**src/rtl/prog_loader.sv**
```systemverilog
// Load-and-launch sequencer: streams instruction words into instruction memory
// over a valid/ready handshake, then raises go and waits for the CPU to finish.
module prog_loader #(
   parameter int unsigned INSTR_LEN = 20,
   parameter int unsigned ADDR      = 5,
   parameter int unsigned PROG_LEN  = 32
) (
   input  logic                 clk,
   input  logic                 reset,
   input  logic                 start,
   input  logic                 in_valid,
   input  logic [INSTR_LEN-1:0] in_data,
   input  logic                 in_last,
   output logic                 in_ready,
   output logic                 wr_en,
   output logic [ADDR-1:0]      wr_addr,
   output logic [INSTR_LEN-1:0] wr_data,
   output logic                 go,
   input  logic                 cpu_done,
   output logic                 busy,
   output logic [ADDR:0]        loaded_count,
   output logic                 overflow
);

   localparam int unsigned CNT_W = ADDR + 1;

   typedef enum logic [2:0] {
      S_IDLE   = 3'd0,
      S_LOAD   = 3'd1,
      S_LAUNCH = 3'd2,
      S_RUN    = 3'd3,
      S_ERR    = 3'd4
   } state_t;

   state_t                 state_q, state_d;
   logic [CNT_W-1:0]       count_q, count_d;
   logic                   wr_en_q, wr_en_d;
   logic [ADDR-1:0]        wr_addr_q, wr_addr_d;
   logic [INSTR_LEN-1:0]   wr_data_q, wr_data_d;
   logic                   overflow_q, overflow_d;
   logic                   in_ready_q, go_q, busy_q;
   logic                   accept;

   // The word count doubles as the write pointer; it never wraps inside a session.
   assign accept = in_valid & in_ready_q;

   always_comb begin
      state_d    = state_q;
      count_d    = count_q;
      wr_en_d    = 1'b0;
      wr_addr_d  = wr_addr_q;
      wr_data_d  = wr_data_q;
      overflow_d = overflow_q;
      case (state_q)
         S_IDLE, S_ERR: begin
            if (start) begin
               state_d    = S_LOAD;
               count_d    = '0;
               overflow_d = 1'b0;
            end
         end
         S_LOAD: begin
            if (accept) begin
               wr_en_d   = 1'b1;
               wr_addr_d = count_q[ADDR-1:0];
               wr_data_d = in_data;
               count_d   = count_q + CNT_W'(1);
               if (in_last) begin
                  state_d = S_LAUNCH;
               end else if (count_q == CNT_W'(PROG_LEN - 1)) begin
                  state_d    = S_ERR;
                  overflow_d = 1'b1;
               end
            end
         end
         S_LAUNCH: state_d = S_RUN;
         S_RUN: begin
            if (cpu_done) begin
               state_d = S_IDLE;
            end
         end
         default: state_d = S_IDLE;
      endcase
   end

   // Status outputs are registered from the next state so they line up with it.
   always_ff @(posedge clk or posedge reset) begin
      if (reset) begin
         state_q    <= S_IDLE;
         count_q    <= '0;
         wr_en_q    <= 1'b0;
         wr_addr_q  <= '0;
         wr_data_q  <= '0;
         overflow_q <= 1'b0;
         in_ready_q <= 1'b0;
         go_q       <= 1'b0;
         busy_q     <= 1'b0;
      end else begin
         state_q    <= state_d;
         count_q    <= count_d;
         wr_en_q    <= wr_en_d;
         wr_addr_q  <= wr_addr_d;
         wr_data_q  <= wr_data_d;
         overflow_q <= overflow_d;
         in_ready_q <= (state_d == S_LOAD);
         go_q       <= (state_d == S_RUN);
         busy_q     <= (state_d == S_LOAD) || (state_d == S_LAUNCH) || (state_d == S_RUN);
      end
   end

   assign in_ready     = in_ready_q;
   assign wr_en        = wr_en_q;
   assign wr_addr      = wr_addr_q;
   assign wr_data      = wr_data_q;
   assign go           = go_q;
   assign busy         = busy_q;
   assign loaded_count = count_q;
   assign overflow     = overflow_q;

endmodule

```
**config.mk**
```make
export PLATFORM = sky130hd
export DESIGN_NAME = prog_loader
export DESIGN_NICKNAME = d
export VERILOG_FILES = /design/src/rtl/prog_loader.sv
export SDC_FILE = /design/constraint.sdc
export NUM_CORES = 1
export LEC_CHECK = 0
export CAP_MARGIN = 15
export CORE_ASPECT_RATIO = 0.6
export CORE_MARGIN = 1.5
export CORE_UTILIZATION = 39
export DETAILED_ROUTE_END_ITERATION = 6
export PLACE_DENSITY = 0.78
export REMOVE_ABC_BUFFERS = 1
export SLEW_MARGIN = 10
export SYNTH_ARGS = -nofsm -noshare
export SYNTH_HDL_FRONTEND = slang
export SYNTH_SLANG_ARGS = --single-unit
```
**constraint.sdc**
```tcl
create_clock -name clk -period 1.82 [get_ports clk]
set_input_delay 0.182 -clock clk [delete_from_list [all_inputs] [get_ports clk]]
set_output_delay 0.182 -clock clk [all_outputs]
set_load 0.01 [all_outputs]
```
-- Yosys cells after proc, flatten, opt, wreduce, memory -nomap -nowiden
Index checks and enable logic that the tools add are counted.
Widths: inputs -> output; s select.
- output and inout port bits: 36
- register bits: 39
- input port bits: 26
- logic and storage cells: 47
- bitwise operators: 1
- add/sub/neg operators: 1
- equal/unequal tests: 12
- reductions and logical operators: 8
- muxes and demuxes: 16
- operator list (cell ; count):
    $mux 3 ; 5
    $eq 3x2->1 const B ; 4
    $mux 6 ; 2
    $pmux 3 s4 ; 1
    $pmux 6 s2 ; 1
    $ne 2x2->1 const B ; 4
    $add 6x1->6 const B ; 1
    $eq 3x1->1 const B ; 2
    $eq 6x5->1 const B ; 1
    $mux 1 ; 6
    $reduce_and 5->1 ; 1
    $eq 3x3->1 const B ; 1
    $logic_not 3->1 ; 1
    $reduce_and 3->1 ; 1
    $logic_or 1x1->1 ; 2
    $pmux 1 s2 ; 1
    $reduce_and 2->1 ; 1
    $reduce_bool 2->1 ; 1
    $reduce_or 2->1 ; 1
    $and 1x1->1 ; 1

-- Depth between registers and ports, before layout
Gate-level depths: netlist of the first run.
- depth after elaboration: 8
- gate-level depth with buffers: 4
- gate-level depth less buffers: 4

-- Worst setup path before layout of the first run
No wires, ideal clock.
- kind: register to register
- from: register state_q[1]
- to: register wr_data_q[13], in the netlist wr_data[13]
- period minus slack after synthesis: 1.744 ns
- path buffers: 1
- required time: 1.695 ns
- cell stages (with the launch flop): 5
- library setup time: 0.125 ns
- arrival: 1.620 ns
- setup slack: 0.076 ns
- cell sequence: dfrtp_1 > or3b_4 > nor2_2 > buf_4 > mux2_2
- cells in the longest elaborated chain, start to end: 2
- ends and longest elaborated chain (item ; RTL line ; RTL):
    from (decl) ; 35 ; state_t state_q, state_d;
    from (signal assigned) ; 99 ; state_q <= state_d;
    $eq 3x1->1 ; 54 ; case (state_q)
    $reduce_and 2->1 (no source line) ; -- ;
    to (signal assigned) ; 103 ; wr_data_q <= wr_data_d;
    to (decl) ; 39 ; logic [INSTR_LEN-1:0] wr_data_q, wr_data_d;
No other way between the ends.
A chain may end at the register's enable or synchronous reset.

-- Worst setup path in the final report of the first run
- from: register state_q[1]
- to: register wr_data_q[15], in the netlist wr_data[15]
The elaborated chain is that of the path after synthesis.

==> out/metrics.yaml, run 1 <==
status: "finished clean"
drt-wirelength-per-cell_um: 15.29
period_needed_ns: 1.699
synth_compound_area_share_pct: 6.615
p_leak_nw: 1.014
core_area_um2: 3807
clock_path_buffers: 2
reg2reg_from: "state_q[1]$_DFF_PP0_"
internal-power_mw: 2.462
required_ns: 1.99
swShare_pct: 32.01
final_util_pct: 62.64
grt_pass1_wl_um: 6196
grt_pass1_vias: 1298
switching_power_mw: 1.159
critical_path.max_stage_delay_ns: 0.48
io_buffers: 61
muxShareOfSynthArea_pct: 18.75
cts_num_sinks: 39
pwr-share-seq_pct: 39.2
multiInputGateArea_um2: 593.1
finalWorstSetupSlack_ns: 0.1205
synthAdderAreaFrac_pct: 0.7782
syn_area_um2: 1608
via_per_inst: 5.184
root_buffer: "clkbuf_8"
die_w_um: 85.89
drv_slew: 0
ctsHoldBuffers: 0
synth_top_family_by_area: "multiplexers"
power_frac_comb_pct: 45.3
synthXorXnorAreaFrac_pct: 0
dpl.hpwl_um: 2605
antenna_cells: 0
hold_violations: 0
setup_violations: 0
gp_congestion: 0.7971
yosysUniqueCellTypes: 30
drt_iter0_drc: 49
rows: 17
routed_wl_um: 3577
crit_chain: "or3b_4 > nor2_4 > buf_4 > mux2_2"
syn_to_final_growth_pct: 48.33
yosys_warnings: 0
start_kind: "register"
worst_pin_slew_ns: 0.5800
fill_cells: 293
post_cts.repair.setup_buffers: 0
rr_worst_depth: 4
p_clk_share_pct: 15.4
cts_resized: 0
cp_num_buf_inv: 1
p_per_area_nw_per_um2: 1518
r2r_slack_ns: 0.12
ys_seq_elements: 39
instances_no_fill: 234
design_area_um2: 2385
skew_ns: 0.01339
clk_pin_slew_ns: 0.09
rsz0062_at_grt: "no"
synth_simple_gate_area_share_pct: 10.43
ant_nets: 0
nets: 213
worstSetupPathType: "reg -> reg"
cp.arrival_ns: 1.87
pre_cts_slack_ns: 0.08542
syn_area_per_cell_um2: 13.74
dieArea_um2: 4529
dpl_cell_area_um2: 2295
crit_path_start: "state_q[1]$_DFF_PP0_"
grt_overflow_total: 0
netlist_instances: 117
initial_core_util_pct: 42.23
path_max_fanout: 11
antenna_found_initial: 0
cp_top_family: "simple AND/OR/NAND/NOR gates"
max-slew-margin-rel_pct: 61.25
route.detailed.drc: 0
cp_num_cells: 4
min_path_type: "in -> async"
die_y_um: 52.74
fmax_mhz: 588.4
grt_start_max_net_pins: 40
grt.total_usage_pct: 18.50
vdd_drop_max_mv: 0.8193
io-pin-count: 62
drv_cap: 0
seq_area_um2: 977.2
drive_gt1_share_pct: 23.53
first_pass_iters: 4
place_inst: 226
cts_buffers: 5
ys_seq_area_share_pct: 60.70
slowest_stage: "or3b_4"
min_period_over_period_pct: 93.38
end_kind: "register"
htreeDepth: 2
via_count: 1213
hold-worst-slack_ns: 0.3053
cts_tree: "done"
clk_latency_ns: 0.29
[worst reg2reg max path, stage by stage (launching register included)]
cell and delay [ns]:
dfrtp_1 0.44, or3b_4 0.48, nor2_4 0.14, buf_4 0.18
mux2_2 0.34
[stage by stage]
| stage | setup TNS, ns | total power, mW |
|---|---|---|
| final | 0 | 3.621 |
| after global routing | 0 | 3.881 |
| after floorplan | -6.558 | 2.154 |
| after global placement | 0 | 3.002 |
| after detailed placement | 0 | 3.073 |
| after CTS | 0 | 3.651 |
[per-layer routing]
layer  GRT usage (%)  part of all wire, %
met4           7.258                 0.45
met2           28.22                   44
met1           23.02                   45
met3           8.504                   10
met5               0                    0
[power by group through the flow]
stage	registers, mW	logic [mW]	clock network, mW
finish	1.42	1.64	0.559
global route	1.48	1.77	0.629
CTS	1.42	1.65	0.579
detailed placement	1.43	1.64	0
global placement	1.41	1.60	0
floorplan	1.55	0.604	0
[Yosys cell counts (all sizes together)]
cell type	instances	share of area, %
a211o	1	0.54
a21o	2	1.0
a21oi	3	0.93
a31oi	1	0.39
and2	1	0.39
and3	2	0.78
buf	2	0.93
clkbuf	2	1.1
dfrtp	39	61
ha	1	0.78
inv	3	0.70
mux2	25	18
mux2i	2	1.2
nand2	6	1.4
nand2b	2	0.78
nand3	4	1.2
nand4	1	0.39
nor2	1	0.39
nor3b	3	1.4
nor4	1	0.39
nor4b	1	0.54
o211ai	3	1.4
o21ai	3	0.93
o31ai	3	1.4
or3b	2	1.2
or4	3	1.5
[worst paths after layout]
check / endpoint
min in group clk: wr_data[3]$_DFFE_PP0P_
setup reg to reg: wr_data[15]$_DFFE_PP0P_
setup / recovery: wr_data[15]$_DFFE_PP0P_
hold / removal: loaded_count[4]$_DFFE_PP0P_
max in group asynchronous: state_q[0]$_DFF_PP0_
hold reg to reg: wr_data[7]$_DFFE_PP0P_
[placed cells by master (no fill, tap or decap), drive strengths merged, types with 4 or more instances in the layout]
cell type       n
mux2           25
buf             5
nand2           6
clkbuf          5
nand3           4
dfrtp          39
clkdlybuf4s50  61
[cells by family after synthesis]
family | Yosys count
buf+inv | 7
flops | 39
fa+ha+maj | 1
compound gates | 16
simple gates | 27
mux | 27
[cell type report]
class	instances	area share (%)
clock inverter	3	0.6296
multi-input combinational	71	24.87
clock buffer	5	2.886
inverter	3	0.4722
sequential	39	40.98
timing repair buffer	66	27.70
tap	47	2.466
[state kept, by name, summed over array words and instances (netlist names)]
name / flops
wr_data: 20
loaded_count: 6
wr_addr: 5
state_q: 3
busy: 1
go: 1
in_ready: 1
overflow: 1
wr_en: 1
No activity file was read; power rests on OpenSTA's default activity.
==> run 2, diff against run 1 <==
==> config.mk (replaced) <==
export PLATFORM = sky130hd
export DESIGN_NAME = prog_loader
export DESIGN_NICKNAME = d
export VERILOG_FILES = /design/src/rtl/prog_loader.sv
export SDC_FILE = /design/constraint.sdc
export NUM_CORES = 1
export LEC_CHECK = 0
export CAP_MARGIN = 20
export CORE_ASPECT_RATIO = 0.6
export CORE_MARGIN = 1.5
export CORE_UTILIZATION = 39
export DETAILED_ROUTE_END_ITERATION = 6
export PLACE_DENSITY = 0.75
export REMOVE_ABC_BUFFERS = 1
export SLEW_MARGIN = 20
export SYNTH_ARGS = -nofsm -noshare
export SYNTH_HDL_FRONTEND = slang
export SYNTH_SLANG_ARGS = --single-unit
==> run 2 against run 1 <==
- register-to-register slack worse by 0.02 ns
- worst hold slack got worse by 0.0069 ns
- sequential power about the same
- power fell by 1.4%
- core utilization shrank 0.43 points
- die area did not move
- critical path depth did not move
- design area down 0.68%
- clock power decreased by 2%
- clock skew decreased by 0.0072 ns
- non-clock buffer count shrank 1
- highest routed layer unchanged
==> out/metrics.yaml, run 2 (synthesis results as in run 1) <==
status: "finished clean"
io-pin-count: 62
p_leak_nw: 1.004
dpl_cell_area_um2: 2287
design_area_um2: 2369
io_buffers: 61
drt_iter0_drc: 48
most-common-layout-cells: "clkdlybuf4s50_1, dfrtp_1, mux2_2"
die_y_um: 52.74
core_area_um2: 3807
drive_gt1_share_pct: 21.51
die_w_um: 85.89
syn_to_final_growth_pct: 47.32
skew_ns: 0.006190
worstSetupPathType: "reg -> reg"
rows: 17
via_count: 1218
cts_buffers: 5
finalWorstSetupSlack_ns: 0.1051
grt_pass1_vias: 1228
gp_congestion: 0.8989
place_inst: 225
antenna_found_initial: 0
initial_core_util_pct: 42.23
ant_nets: 0
min_period_over_period_pct: 94.23
clk_pin_slew_ns: 0.07
pre_cts_slack_ns: 0.1039
instances_no_fill: 233
cts_tree: "done"
max-slew-margin-rel_pct: 64.19
clock_path_buffers: 2
required_ns: 1.99
setup_violations: 0
via_per_inst: 5.227
end_kind: "register"
r2r_slack_ns: 0.11
rsz0062_at_grt: "no"
rr_worst_depth: 4
clk_latency_ns: 0.29
min_path_type: "in -> async"
cts_num_sinks: 39
path_max_fanout: 27
finalPower_mw: 3.571
ctsHoldBuffers: 0
htreeDepth: 2
grt_overflow_total: 0
drt-wirelength-per-cell_um: 15.48
final_common_cell: "clkdlybuf4s50_1"
dpl.hpwl_um: 2687
antenna_cells: 0
reg2reg_from: "state_q[1]$_DFF_PP0_"
route.detailed.drc: 0
root_buffer: "clkbuf_8"
cp.arrival_ns: 1.89
grt_start_max_net_pins: 40
drv_cap: 0
hold_violations: 0
post_cts.repair.setup_buffers: 0
period_needed_ns: 1.715
p_per_area_nw_per_um2: 1508
final.setup.tns_ns: 0
largest_register_ff_count: 20
nets: 212
r2r-end: "wr_data[15]$_DFFE_PP0P_"
final_util_pct: 62.21
grt.total_usage_pct: 17.91
routed_wl_um: 3607
drv_slew: 0
fmax_mhz: 583.1
vdd_drop_max_mv: 0.6901
start_kind: "register"
worst_pin_slew_ns: 0.5360
grt_pass1_wl_um: 6009
first_pass_iters: 4
cts_resized: 0
dieArea_um2: 4529
hold-worst-slack_ns: 0.2984
[run 2: cell types whose count changed in the layout (fill, tap and decap cells not counted), sizes merged]
cell,delta
buf,-1
clkinv,-2
clkbuf,+2
[run 2: final cells by class]
cell class / count / area, um^2
inverter: 3 / 11.26
clock inverter: 1 / 5.005
clock buffer: 7 / 76.32
sequential: 39 / 975.9
timing repair buffer: 65 / 653.1
fill: 290 / 1439
tap: 47 / 58.81
multi-input combinational: 71 / 588.1
[run 2: per-layer routing]
metal | GRT usage, % | routed length (um) | vias up
met5 | 0 | 0 | -
met4 | 8.333 | 61 | 0
met3 | 5.827 | 241 | 7
met2 | 27.82 | 1577 | 49
met1 | 22.95 | 1726 | 597
li1 | - | - | 565
[run 2: power by group]
| part | switching, mW | internal (mW) |
|---|---|---|
| Combinational | 0.627 | 0.983 |
| Sequential | 0.208 | 1.20 |
| Clock | 0.280 | 0.269 |
[run 2: worst max path at each step]
| stage | from | end |
|---|---|---|
| 6_report | state_q[1]$_DFF_PP0_ | wr_data[15]$_DFFE_PP0P_ |
| 5_1_grt | state_q[1]$_DFF_PP0_ | wr_data[10]$_DFFE_PP0P_ |
| 4_1_cts | state_q[1]$_DFF_PP0_ | wr_data[15]$_DFFE_PP0P_ |
| 3_5_place_dp | state_q[1]$_DFF_PP0_ | wr_data[15]$_DFFE_PP0P_ |
| 3_3_place_gp | state_q[1]$_DFF_PP0_ | wr_data[3]$_DFFE_PP0P_ |
| 2_1_floorplan | state_q[1]$_DFF_PP0_ | wr_data[0]$_DFFE_PP0P_ |
[run 2: critical path, cell delays in order, from the launching register on]
cell and delay (ns):
dfrtp_1 0.44, or3b_4 0.46, nor2_2 0.15, buf_12 0.20, mux2_2 0.36
